File: src/rtl/vga_sync_decoder.sv
// Recovers pixel position and timing lock from a VGA sync stream sampled on a pixel strobe.
// Optional err_count output is built when VGA_SYNC_DECODER_ERRCNT_EN is defined.
module vga_sync_decoder #(
    parameter int WIDTH   = 640,
    parameter int HEIGHT  = 480,
    parameter int H_TOTAL = 800,
    parameter int V_TOTAL = 525
) (
    input  logic        CLOCK_50,
    input  logic        reset_n,
    input  logic        pix_en,
    input  logic        hs_n,
    input  logic        vs_n,
    input  logic        blank_n,
    output logic [9:0]  x,
    output logic [8:0]  y,
    output logic        pix_valid,
    output logic        frame_start,
    output logic        locked,
    output logic        err
`ifdef VGA_SYNC_DECODER_ERRCNT_EN
    ,
    output logic [15:0] err_count
`endif
);

    localparam logic [1:0] ST_SEARCH = 2'd0;
    localparam logic [1:0] ST_ALIGN  = 2'd1;
    localparam logic [1:0] ST_LOCKED = 2'd2;

    localparam logic [10:0] H_TOT_C  = 11'(H_TOTAL);
    localparam logic [10:0] V_TOT_C  = 11'(V_TOTAL);
    localparam logic [10:0] WIDTH_C  = 11'(WIDTH);
    localparam logic [10:0] HEIGHT_C = 11'(HEIGHT);

    logic       hs_q, vs_q, blank_q;
    logic [9:0] hcnt, vcnt;
    logic [1:0] state, state_nxt;
    logic       align_bad, align_bad_nxt;

    logic hs_fall, vs_fall, blank_fall, blank_rise, blank_run;
    logic line_bad, frame_bad, run_bad, viol, err_nxt;

    // Edges compare the live inputs against the previous strobe's sample.
    assign hs_fall    = pix_en & hs_q & ~hs_n;
    assign vs_fall    = pix_en & vs_q & ~vs_n;
    assign blank_fall = pix_en & blank_q & ~blank_n;
    assign blank_rise = pix_en & ~blank_q & blank_n;
    assign blank_run  = pix_en & blank_q & blank_n;

    assign line_bad  = hs_fall & ((hcnt == 10'h3FF) | (({1'b0, hcnt} + 11'd1) != H_TOT_C));
    assign frame_bad = vs_fall & ((vcnt == 10'h3FF) | ({1'b0, vcnt} != V_TOT_C));
    assign run_bad   = blank_fall & ((x == 10'h3FF) | (({1'b0, x} + 11'd1) != WIDTH_C)
                                     | ({2'b00, y} >= HEIGHT_C));
    assign viol      = line_bad | frame_bad | run_bad;
    assign err_nxt   = viol & (state != ST_SEARCH);

    always_comb begin
        state_nxt = state;
        case (state)
            ST_SEARCH: if (vs_fall) state_nxt = ST_ALIGN;
            ST_ALIGN:  if (vs_fall) state_nxt = (align_bad | viol) ? ST_SEARCH : ST_LOCKED;
            ST_LOCKED: if (viol) state_nxt = ST_SEARCH;
            default:   state_nxt = ST_SEARCH;
        endcase
    end

    // A violation anywhere in the ALIGN frame blocks the lock at its closing vs_n fall.
    always_comb begin
        align_bad_nxt = 1'b0;
        if (state_nxt == ST_ALIGN && state == ST_ALIGN)
            align_bad_nxt = align_bad | viol;
    end

    assign locked = (state == ST_LOCKED);

    always_ff @(posedge CLOCK_50 or negedge reset_n) begin
        if (!reset_n) begin
            hs_q        <= 1'b1;
            vs_q        <= 1'b1;
            blank_q     <= 1'b1;
            hcnt        <= '0;
            vcnt        <= '0;
            x           <= '0;
            y           <= '0;
            state       <= ST_SEARCH;
            align_bad   <= 1'b0;
            pix_valid   <= 1'b0;
            frame_start <= 1'b0;
            err         <= 1'b0;
        end else begin
            pix_valid   <= pix_en & blank_n & (state_nxt == ST_LOCKED);
            frame_start <= vs_fall & (state == ST_LOCKED);
            err         <= err_nxt;
            state       <= state_nxt;
            align_bad   <= align_bad_nxt;
            if (pix_en) begin
                hs_q    <= hs_n;
                vs_q    <= vs_n;
                blank_q <= blank_n;
                if (hs_fall)
                    hcnt <= '0;
                else if (hcnt != 10'h3FF)
                    hcnt <= hcnt + 10'd1;
                if (blank_rise)
                    x <= '0;
                else if (blank_run && x != 10'h3FF)
                    x <= x + 10'd1;
            end
            // A coincident hs_n fall is line 0 of the new frame, so it counts.
            if (vs_fall)
                vcnt <= hs_fall ? 10'd1 : 10'd0;
            else if (hs_fall && vcnt != 10'h3FF)
                vcnt <= vcnt + 10'd1;
            if (vs_fall)
                y <= '0;
            else if (blank_fall && y != 9'h1FF)
                y <= y + 9'd1;
        end
    end

`ifdef VGA_SYNC_DECODER_ERRCNT_EN
    always_ff @(posedge CLOCK_50 or negedge reset_n) begin
        if (!reset_n)
            err_count <= '0;
        else if (err_nxt && err_count != 16'hFFFF)
            err_count <= err_count + 16'd1;
    end
`endif

endmodule

File: config.mk
export PLATFORM = sky130hd
export DESIGN_NAME = vga_sync_decoder
export DESIGN_NICKNAME = d
export VERILOG_FILES = /design/src/rtl/vga_sync_decoder.sv
export SDC_FILE = /design/constraint.sdc
export NUM_CORES = 1
export LEC_CHECK = 0
export BUFFER_PORTS_ARGS = -buffer_cell sky130_fd_sc_hd__clkbuf_2
export CAP_MARGIN = 15
export CORE_ASPECT_RATIO = 1.2
export CORE_MARGIN = 4
export CORE_UTILIZATION = 45
export DETAILED_ROUTE_END_ITERATION = 16
export SLEW_MARGIN = 5
export SYNTH_ARGS = -nofsm -noshare
export SYNTH_HDL_FRONTEND = slang
export SYNTH_SLANG_ARGS = --single-unit
File: constraint.sdc
create_clock -name CLOCK_50 -period 6.4 [get_ports CLOCK_50]
set_input_delay 0 -clock CLOCK_50 [delete_from_list [all_inputs] [get_ports CLOCK_50]]
set_output_delay 0 -clock CLOCK_50 [all_outputs]
set_load 0.01 [all_outputs]
==> flow_summary.json <==
{
  "outcome": "finished, final reports clean",
  "die_h_um": 94.12,
  "yosys.area_share.simple_pct": 24.47,
  "cap_violations": 0,
  "viasPerCell": 5.502,
  "rows": 31,
  "synth_xor_area_share_pct": 5.038,
  "synth.mux.area_fraction_pct": 1.529,
  "synth-seq-cells": 48,
  "cp-start-kind": "flip-flop",
  "grt_antenna_before_repair": 0,
  "path_class": "reg -> reg",
  "grt_pass1_wl_mm": 10.54,
  "slowest_stage": "nor2b_1",
  "hold_path_class": "in -> reg",
  "die_area_um2": 7508,
  "synth_cells": 306,
  "critical_path_required_ns": 6.63,
  "synth_compound_area_share_pct": 17.59,
  "finalNetCount": 348,
  "yosysWarnings": 0,
  "drtIter0Drc": 168,
  "worst_r2r_endpoint": "vcnt[9]$_DFFE_PN0P_",
  "synth_top_family_by_area": "simple AND/OR/NAND/NOR gates",
  "drive_gt1_share_pct": 16.47,
  "p_sw_uw": 233.1,
  "cts-htree-levels": 2,
  "drt_wl_total_mm": 5.862,
  "fin_crit_sh_pct": 38.25,
  "sw_frac_of_total_pct": 31.33,
  "grt_max_degree": 49,
  "ys_types": 51,
  "pwr-share-comb_pct": 17.9,
  "critPathArrivalTime_ns": 2.68,
  "clk_latency_ns": 0.30,
  "p_clk_share_pct": 29.8,
  "worst_pin_slew_ns": 0.9908,
  "stdcell_area_um2": 3103,
  "period_needed_ns": 2.448,
  "clkTransAtPathRegs_ns": 0.09,
  "ant_nets": 0,
  "synth_area_leaders": "dfrtp_1, nor2_1, o21ai_0",
  "drc": 0,
  "cts-root-buf": "clkbuf_8",
  "post_cts_buffers": 0,
  "ir_worst_vdd_mv": 0.1460,
  "worstPathMaxFanout": 12,
  "holdBufCountCts": 3,
  "clock_sinks": 48,
  "synth_most_common_cell": "dfrtp_1",
  "setup_viol": 0,
  "rr_worst_depth": 5,
  "regArea_um2": 1205,
  "fin_skew_ns": 0.007110,
  "post_cts_resize_count": 0,
  "cts_buffer_depth": 2,
  "areaGrowthSynthToFinish_pct": 11.56,
  "design.core.area_um2": 6012,
  "leakage_uw": 0.001358,
  "synth_ff_type": "dfrtp_1",
  "power_density_nw_per_um2": 239.7,
  "synthesis.nets": 321,
  "synth_edf_count": 0,
  "p_int_uw": 510.8,
  "port_buffers": 28,
  "multi_input_area_um2": 1465,
  "critPathMaxStageDelay_ns": 0.64,
  "die_w_um": 79.77,
  "cts_tree": "yes",
  "critical_path.endpoint": "vcnt[9]$_DFFE_PN0P_",
  "crit_buf_inv": 0,
  "cts_buffers": 5,
  "rsz0062_at_grt": "false",
  "tns_ns": 0,
  "drv_slew": 0,
  "grt.total_usage_pct": 17.34,
  "path_cells": "nor2b_1 -> o311a_1 -> o2111ai_2 -> or3_1 -> a21oi_1",
  "gr-total-overflow": 0,
  "yosys.area.top_type": "dfrtp_1",
  "synth_area_um2": 2781,
  "synthAdderAreaFrac_pct": 4.049,
  "seqPwrFrac_pct": 52.3,
  "slew_headroom_pct": 33.87,
  "placed_cell_area_um2": 2965,
  "fillCellCount": 578,
  "crit_cells": 5,
  "yosys.area.top_type_share_pct": 40.49,
  "post_drt_wl_per_cell_um": 14.09,
  "crit_path_start": "hs_q$_DFFE_PN1P_",
  "place_congestion": 0.8192,
  "syn_avg_cell_area_um2": 9.090,
  "critPathTopFamily": "simple AND/OR/NAND/NOR gates",
  "finalHoldViolations": 0,
  "fmax_ghz": 0.4084,
  "r2r_start": "hs_q$_DFFE_PN1P_",
  "num_antenna_cells": 0,
  "rrSetupSlack_ns": 3.95,
  "ios": 29,
  "netlist_top_cells_count": "dfrtp_1, nor2_1, nand2_1, o21ai_0, nand3_1",
  "drt_first_pass_iters": 4,
  "dp_hpwl_mm": 4.048,
  "synthArstFlopShare_pct": 100.0,
  "grt_pass1_vias": 2232,
  "initial_core_util_pct": 46.26,
  "endpoint_kind": "flip-flop",
  "synth-seq-area-share_pct": 43.32,
  "routed-via-count": 2289
}
area by class of cell:
class	instances	share of cell area [%]
sequential	48	38.83
timing repair buffer	33	5.968
inverter	10	1.210
multi-input combinational	235	47.22
clock buffer	6	2.339
clock inverter	2	1.129
tap	82	3.306
placed cells by master (no fill, tap or decap), types with 6 or more instances in the layout:
cell type,instances
a21oi_1,11
and3_1,6
clkbuf_2,28
dfrtp_1,45
ha_1,9
inv_1,9
nand2_1,28
nand3_1,15
nand4_1,12
nor2_1,35
nor3_1,7
o21ai_0,25
o31ai_1,11
xor2_1,12
registers in the layout (all words and copies together) (netlist names), 2 cells and up:
name,cells
vcnt,10
hcnt,10
x,10
state,2
y,9
kinds of logic (layout without fill, tap and decap cells):
family | Yosys count | count (layout)
adder cells (fa/ha/maj) | 9 | 9
buffers and inverters | 23 | 51
flip-flops | 48 | 48
AO/OA/AOI/OAI | 73 | 73
XOR/XNOR | 16 | 16
AND/OR/NAND/NOR | 133 | 133
multiplexers | 4 | 4
worst min-delay path by stage:
stage,to,cells past startpoint,start,slack [ns]
floorplan,align_bad$_DFF_PN0_,0,reset_n,-0.30
global placement,x[5]$_DFFE_PN0P_,2,reset_n,0.15
detailed placement,x[5]$_DFFE_PN0P_,2,reset_n,0.15
CTS,blank_q$_DFFE_PN1P_,2,pix_en,0.02
global route,blank_q$_DFFE_PN1P_,2,pix_en,0.02
finish,blank_q$_DFFE_PN1P_,2,pix_en,0.02
power groups by stage:
stage / registers (uW) / logic [uW] / clock network (uW)
4_1_cts: 389 / 136 / 229
6_report: 389 / 133 / 221
5_1_grt: 398 / 158 / 241
2_1_floorplan: 378 / 108 / 0
3_5_place_dp: 394 / 134 / 0
3_3_place_gp: 394 / 131 / 0
metal layers:
metal | part of all wire [%] | GRT usage, %
met5 | 0 | 0
met3 | 3.7 | 3.551
met4 | 1.2 | 4.507
met1 | 47 | 22.88
met2 | 49 | 28.90
through the flow:
step	cells	utilization [%]	worst slack [ns]	total power [uW]	hold WS [ns]
finish	416	51.61	3.952	743.9	0.01781
CTS	416	51.61	3.945	754.2	0.01969
detailed placement	405	49.32	3.954	528.6	0.1509
global placement	405	49.32	4.003	524.5	0.1460
global route	416	51.61	3.763	796.4	0.02271
floorplan	306	-	4.311	486.5	-0.2956
Power figures use the tool's default switching activity.
